[src/rtl/xdn_pkg.sv]
// rtl/xdn_pkg.sv - shared opcodes, step encoding and control-word layout for the sequencer
package xdn_pkg;

  localparam int MAX_STEPS_DEF = 5;

  localparam int T0 = 0;
  localparam int T1 = 1;
  localparam int T2 = 2;
  localparam int T3 = 3;
  localparam int T4 = 4;

  localparam logic [3:0] OP_NOP = 4'h0;
  localparam logic [3:0] OP_LDA = 4'h1;
  localparam logic [3:0] OP_ADD = 4'h2;
  localparam logic [3:0] OP_SUB = 4'h3;
  localparam logic [3:0] OP_STA = 4'h4;
  localparam logic [3:0] OP_LDI = 4'h5;
  localparam logic [3:0] OP_JMP = 4'h6;
  localparam logic [3:0] OP_JC  = 4'h7;
  localparam logic [3:0] OP_JZ  = 4'h8;
  localparam logic [3:0] OP_OUT = 4'hE;
  localparam logic [3:0] OP_HLT = 4'hF;

  typedef enum logic {ST_RUN, ST_HALT} seq_state_t;

  // Every field is active-high here; the top level applies the bus polarities.
  typedef struct packed {
    logic pc_count_enable;
    logic pc_write_bus;
    logic pc_jump;
    logic mar_read_bus;
    logic ram_read_bus;
    logic ram_write_bus;
    logic ir_read_bus;
    logic ir_write_bus;
    logic a_read_bus;
    logic a_write_bus;
    logic b_read_bus;
    logic alu_write_bus;
    logic alu_subtract;
    logic flags_update;
    logic out_read_bus;
  } ctrl_word_t;

  // Last T-state an opcode occupies; everything not listed finishes after T2.
  function automatic int unsigned end_step(input logic [3:0] op);
    case (op)
      OP_LDA, OP_STA: end_step = T3;
      OP_ADD, OP_SUB: end_step = T4;
      default:        end_step = T2;
    endcase
  endfunction

endpackage

[src/rtl/microcode_rom.sv]
// rtl/microcode_rom.sv - combinational (opcode, step, flags) to control-word table
module microcode_rom
  import xdn_pkg::*;
#(
  parameter int OPCODE_WIDTH = 4,
  parameter int STEP_WIDTH   = 3
) (
  input  logic [OPCODE_WIDTH-1:0] opcode,
  input  logic [STEP_WIDTH-1:0]   step,
  input  logic                    zero_flag,
  input  logic                    carry_flag,
  output ctrl_word_t              ctrl,
  output logic                    last_step,
  output logic                    halt_req
);

  logic [OPCODE_WIDTH+3:0] op_ext;
  logic [3:0]              op;
  logic [31:0]             step_i;

  // Opcodes wider than four bits with any upper bit set are undefined and run as NOP.
  assign op_ext    = {4'b0000, opcode};
  assign op        = (|(op_ext >> 4)) ? OP_NOP : op_ext[3:0];
  assign step_i    = 32'(step);
  assign last_step = (step_i >= end_step(op));
  assign halt_req  = (step_i == T2) && (op == OP_HLT);

  always_comb begin
    ctrl = '0;
    case (step_i)
      T0: begin
        ctrl.pc_write_bus = 1'b1;
        ctrl.mar_read_bus = 1'b1;
      end
      T1: begin
        ctrl.ram_write_bus   = 1'b1;
        ctrl.ir_read_bus     = 1'b1;
        ctrl.pc_count_enable = 1'b1;
      end
      T2: begin
        case (op)
          OP_LDA, OP_ADD, OP_SUB, OP_STA: begin
            ctrl.ir_write_bus = 1'b1;
            ctrl.mar_read_bus = 1'b1;
          end
          OP_LDI: begin
            ctrl.ir_write_bus = 1'b1;
            ctrl.a_read_bus   = 1'b1;
          end
          OP_JMP: begin
            ctrl.ir_write_bus = 1'b1;
            ctrl.pc_jump      = 1'b1;
          end
          OP_JC: begin
            ctrl.ir_write_bus = carry_flag;
            ctrl.pc_jump      = carry_flag;
          end
          OP_JZ: begin
            ctrl.ir_write_bus = zero_flag;
            ctrl.pc_jump      = zero_flag;
          end
          OP_OUT: begin
            ctrl.a_write_bus  = 1'b1;
            ctrl.out_read_bus = 1'b1;
          end
          default: ;
        endcase
      end
      T3: begin
        case (op)
          OP_LDA: begin
            ctrl.ram_write_bus = 1'b1;
            ctrl.a_read_bus    = 1'b1;
          end
          OP_ADD, OP_SUB: begin
            ctrl.ram_write_bus = 1'b1;
            ctrl.b_read_bus    = 1'b1;
          end
          OP_STA: begin
            ctrl.a_write_bus  = 1'b1;
            ctrl.ram_read_bus = 1'b1;
          end
          default: ;
        endcase
      end
      T4: begin
        if (op == OP_ADD || op == OP_SUB) begin
          ctrl.alu_write_bus = 1'b1;
          ctrl.a_read_bus    = 1'b1;
          ctrl.flags_update  = 1'b1;
          ctrl.alu_subtract  = (op == OP_SUB);
        end
      end
      default: ;
    endcase
  end

endmodule

[src/rtl/control_sequencer.sv]
// rtl/control_sequencer.sv - RUN/HALT FSM and T-state counter driving the microcode table
module control_sequencer
  import xdn_pkg::*;
#(
  parameter int OPCODE_WIDTH = 4,
  parameter int MAX_STEPS    = MAX_STEPS_DEF
) (
  input  logic                         i_CLOCK,
  input  logic                         i_CLEAR,
  input  logic [OPCODE_WIDTH-1:0]      i_IR_DATA,
  input  logic                         i_ZERO_FLAG,
  input  logic                         i_CARRY_FLAG,
  output logic                         o_PC_COUNT_ENABLE,
  output logic                         o_PC_WRITE_BUS_n,
  output logic                         o_PC_JUMP_n,
  output logic                         o_MAR_READ_BUS_n,
  output logic                         o_RAM_READ_BUS,
  output logic                         o_RAM_WRITE_BUS_n,
  output logic                         o_IR_READ_BUS_n,
  output logic                         o_IR_WRITE_BUS_n,
  output logic                         o_A_READ_BUS_n,
  output logic                         o_A_WRITE_BUS_n,
  output logic                         o_B_READ_BUS_n,
  output logic                         o_ALU_WRITE_BUS_n,
  output logic                         o_ALU_SUBTRACT,
  output logic                         o_FLAGS_UPDATE_n,
  output logic                         o_OUT_READ_BUS,
  output logic                         o_HALT,
  output logic [$clog2(MAX_STEPS)-1:0] o_STEP
);

  localparam int STEP_WIDTH = $clog2(MAX_STEPS);

  seq_state_t            state_q, state_d;
  logic [STEP_WIDTH-1:0] step_q, step_d;
  ctrl_word_t            rom_ctrl, ctrl;
  logic                  rom_last, rom_halt;

  microcode_rom #(
    .OPCODE_WIDTH(OPCODE_WIDTH),
    .STEP_WIDTH  (STEP_WIDTH)
  ) u_rom (
    .opcode    (i_IR_DATA),
    .step      (step_q),
    .zero_flag (i_ZERO_FLAG),
    .carry_flag(i_CARRY_FLAG),
    .ctrl      (rom_ctrl),
    .last_step (rom_last),
    .halt_req  (rom_halt)
  );

  always_ff @(posedge i_CLOCK or posedge i_CLEAR) begin
    if (i_CLEAR) begin
      state_q <= ST_RUN;
      step_q  <= '0;
    end else begin
      state_q <= state_d;
      step_q  <= step_d;
    end
  end

  always_comb begin
    state_d = state_q;
    step_d  = step_q;
    ctrl    = '0;
    case (state_q)
      ST_RUN: begin
        // Clear gates the controls directly so they drop without waiting for an edge.
        if (!i_CLEAR) ctrl = rom_ctrl;
        if (rom_halt) begin
          state_d = ST_HALT;
          step_d  = '0;
        end else if (rom_last || step_q == STEP_WIDTH'(MAX_STEPS - 1)) begin
          step_d = '0;
        end else begin
          step_d = step_q + 1'b1;
        end
      end
      ST_HALT: step_d = '0;
      default: begin
        state_d = ST_RUN;
        step_d  = '0;
      end
    endcase
  end

  assign o_PC_COUNT_ENABLE = ctrl.pc_count_enable;
  assign o_PC_WRITE_BUS_n  = ~ctrl.pc_write_bus;
  assign o_PC_JUMP_n       = ~ctrl.pc_jump;
  assign o_MAR_READ_BUS_n  = ~ctrl.mar_read_bus;
  assign o_RAM_READ_BUS    = ctrl.ram_read_bus;
  assign o_RAM_WRITE_BUS_n = ~ctrl.ram_write_bus;
  assign o_IR_READ_BUS_n   = ~ctrl.ir_read_bus;
  assign o_IR_WRITE_BUS_n  = ~ctrl.ir_write_bus;
  assign o_A_READ_BUS_n    = ~ctrl.a_read_bus;
  assign o_A_WRITE_BUS_n   = ~ctrl.a_write_bus;
  assign o_B_READ_BUS_n    = ~ctrl.b_read_bus;
  assign o_ALU_WRITE_BUS_n = ~ctrl.alu_write_bus;
  assign o_ALU_SUBTRACT    = ctrl.alu_subtract;
  assign o_FLAGS_UPDATE_n  = ~ctrl.flags_update;
  assign o_OUT_READ_BUS    = ctrl.out_read_bus;
  assign o_HALT            = (state_q == ST_HALT);
  assign o_STEP            = step_q;

endmodule

[config.mk]
export PLATFORM = sky130hd
export DESIGN_NAME = control_sequencer
export DESIGN_NICKNAME = d
export VERILOG_FILES = /design/src/rtl/xdn_pkg.sv /design/src/rtl/microcode_rom.sv /design/src/rtl/control_sequencer.sv
export SDC_FILE = /design/constraint.sdc
export NUM_CORES = 1
export LEC_CHECK = 0
export BUFFER_PORTS_ARGS = -buffer_cell sky130_fd_sc_hd__buf_4
export CORE_UTILIZATION = 46
export DETAILED_ROUTE_END_ITERATION = 10
export PLACE_DENSITY = 0.87
export SYNTH_ARGS = -nofsm -noshare
export SYNTH_HDL_FRONTEND = slang
export SYNTH_HIERARCHICAL = 1
export SYNTH_SLANG_ARGS = --single-unit
[constraint.sdc]
create_clock -name i_CLOCK -period 2.7 [get_ports i_CLOCK]
set_input_delay 0.27 -clock i_CLOCK [delete_from_list [all_inputs] [get_ports i_CLOCK]]
set_output_delay 0.27 -clock i_CLOCK [all_outputs]
set_load 0.01 [all_outputs]
==> results.yml <==
sta:
  whs_ns: 0.472
  fin_crit_sh_pct: 82.7
  setup_violations: 0
  tns_ns: 0
  post-route-min-period_ns: 2.23
  tightestPinTransition_ns: 0.846
  rsz0062_at_grt: "no"
  maxSlewHeadroom_pct: 43.4
  finalClockSkew_ns: 0.00555
  fmax_mhz: 448
  drv_slew: 0
  finalHoldViolCount: 0
setup_path:
  slowest_delay_ns: 0.63
  cp_max_fo: 13
  setup.worst_path.start: "o_STEP[0]"
  crit_arrival_ns: 2.36
  crit_slowest_cell: "dfrtp_1"
  crit_type: "register to register"
  start_kind: "register"
  path_buf_inv: 1
  crit_required_ns: 2.83
  crit_path_end_kind: "register"
  cp_cell_sequence: "inv_1 > ha_1 > nand2b_1 > a21o_1 > a21o_1 > or3_4 > a211oi_1"
  critPathMostFrequentCell: "a21o_1"
  path_delay_family: "flip-flops"
  reg2reg_from: "o_STEP[0]"
floorplanning:
  start_util_pct: 49.5
  fp.dieH_um: 39.4
  dieArea_sq_mm: 0.00155
  die_x_um: 39.4
  num_rows: 13
  fp.coreArea_sq_mm: 0.00130
  io_pins: 27
pwr:
  totalPowerFinal_uw: 543
  irDropWorstVdd_v: 0.000482
  powerDensity_mw_per_mm2: 639
  leakagePower_nw: 0.409
clocking:
  cts_root_buf: "clkbuf_4"
  cts_tree: "yes"
  post_cts_buffers: 0
  htree_levels: 1
  clkLatencyLatePin_ns: 0.24
  post_cts_resized: 0
  cts_buffers: 3
  clock-sinks: 4
  clk_pin_slew_ns: 0.04
  cts_buffer_depth: 2
yosys:
  synth_nets: 105
  synth-seq-cells: 4
  yosysSeqAreaShare_pct: 15.5
  synth_cells: 92
  synth.largest_area_cell: "dfrtp_1"
  yosys_warnings: 6
  synth_top_area_share_pct: 15.5
  synth.avg_cell_area_sq_um: 7.00
  synth_cell_types: 34
  syn_area_sq_um: 644
  yosys-top-cells-area: "dfrtp_1 16%, ha_1 9.7%, nand2_1 8.7%"
detailed_routing:
  routedWlPerCell_um: 11.7
  drc: 0
  first_pass_iters: 4
  vias_per_cell: 5.41
  antenna_left: 0
  vias: 698
  drt_iter0_drc: 8
  routed_wl_um: 1510
placed_design:
  hpwl_um: 1110
  dp.cells: 125
  gp_congestion: 0.695
  portBuffers: 26
final_layout:
  area.growth.synth_to_final_pct: 31.8
  final_core_util_pct: 65.3
  final_common_cell: "buf_4"
  drive_gt1_share_pct: 29.8
  final_cell_mix: "26 x buf_4, 15 x nand2_1, 8 x nor2_1"
  n_antenna_cell: 0
  fin_nets: 129
  fin_cells: 129
  nFillCells: 129
worst_hold_path:
  min_path_type: "primary input to async pin"
grt:
  grt_overflow: 0
  grt_pass1_vias: 526
  grt_pass1_wl_um: 2150
  grt_usage_pct: 21.5
  antenna_found_initial: 0
  grt_max_degree: 16
outcome:
  status: "complete, no violations"
run:
  maxCapViolations: 0
[worst reg2reg max path, stage by stage (launching register included)]
cell	delay [ns]
dfrtp_1	0.63
inv_1	0.09
ha_1	0.29
nand2b_1	0.14
a21o_1	0.17
a21o_1	0.16
or3_4	0.37
a211oi_1	0.27
[where the power goes]
part,internal [mW],switching [mW]
registers,0.0827,0.0607
clock network,0.0499,0.0267
logic,0.167,0.156
total,0.299,0.244
[metrics by stage]
step	setup WS [ns]	instance area (sq um)
2_1_floorplan	0.605	644
3_3_place_gp	0.592	817
3_5_place_dp	0.452	817
4_1_cts	0.440	850
5_1_grt	0.312	850
6_report	0.468	850
[timing repair]
action / in CTS / in global routing
hold buffers: 1 / 0
endpoints found under the hold margin: 4 / 0
endpoints found under the setup margin: 0 / 0
[path summary, 6_finish.rpt]
check,endpoint,slack [ns],cells after the start
min reg2reg,o_HALT,0.53,1
max,o_STEP[0],0.47,7
min in group i_CLOCK,o_HALT,0.53,1
max in group asynchronous,o_STEP[0],2.08,3
min,o_HALT,0.47,3
max reg2reg,o_STEP[0],0.47,7
[final cells by class]
class / count / area (sq um) / share of cell area, %
multi-input cells: 73 / 477 / 56.1
repair buffers: 27 / 205 / 24.2
flip-flops and latches: 4 / 100 / 11.8
inverters: 7 / 26.3 / 3.09
clock buffers: 3 / 22.5 / 2.65
well taps: 15 / 18.8 / 2.21
[kinds of logic (layout without fill, tap and decap cells)]
family,Yosys count,in the layout,share of synthesized area (%)
and+or+nand+nor,49,49,44.1
AOI/OAI and AO/OA,17,17,17.5
buffers and inverters,15,37,10.5
adders and majority gates,5,5,9.71
DFF,4,4,15.5
xor gates and xnor gates,2,2,2.72
[metal layers]
layer  vias to the layer above  track usage, %  wire length [um]
met5                         -               0                 0
met4                         0            15.5                35
met3                         4            3.41                60
met2                        20            36.1               773
met1                       316            24.0               644
li1                        358               -                 -
[state kept, by name, indices dropped and copies added (netlist names)]
signal / flops
o_STEP: 3
o_HALT: 1
[synth_stat cells]
master and instances:
a2111oi_0 1, a211oi_1 3, a21o_1 2, a21oi_1 3, a31oi_1 1, a41o_1 1
and2_1 5, and3b_1 2, buf_2 3, buf_4 2, clkbuf_1 3, dfrtp_1 4
ha_1 5, inv_1 7, nand2_1 15, nand2b_1 4, nand3_1 2, nand4_1 1
nor2_1 8, nor2b_1 1, nor3_1 2, nor3b_1 1, nor4_1 1, nor4b_4 1
nor4bb_1 1, o21ai_0 4, o21bai_1 2, or2_2 1, or3_1 1, or3_4 1
or3b_2 1, or3b_4 1, xnor2_1 1, xor2_1 1
(Power assumes the default switching activity.)
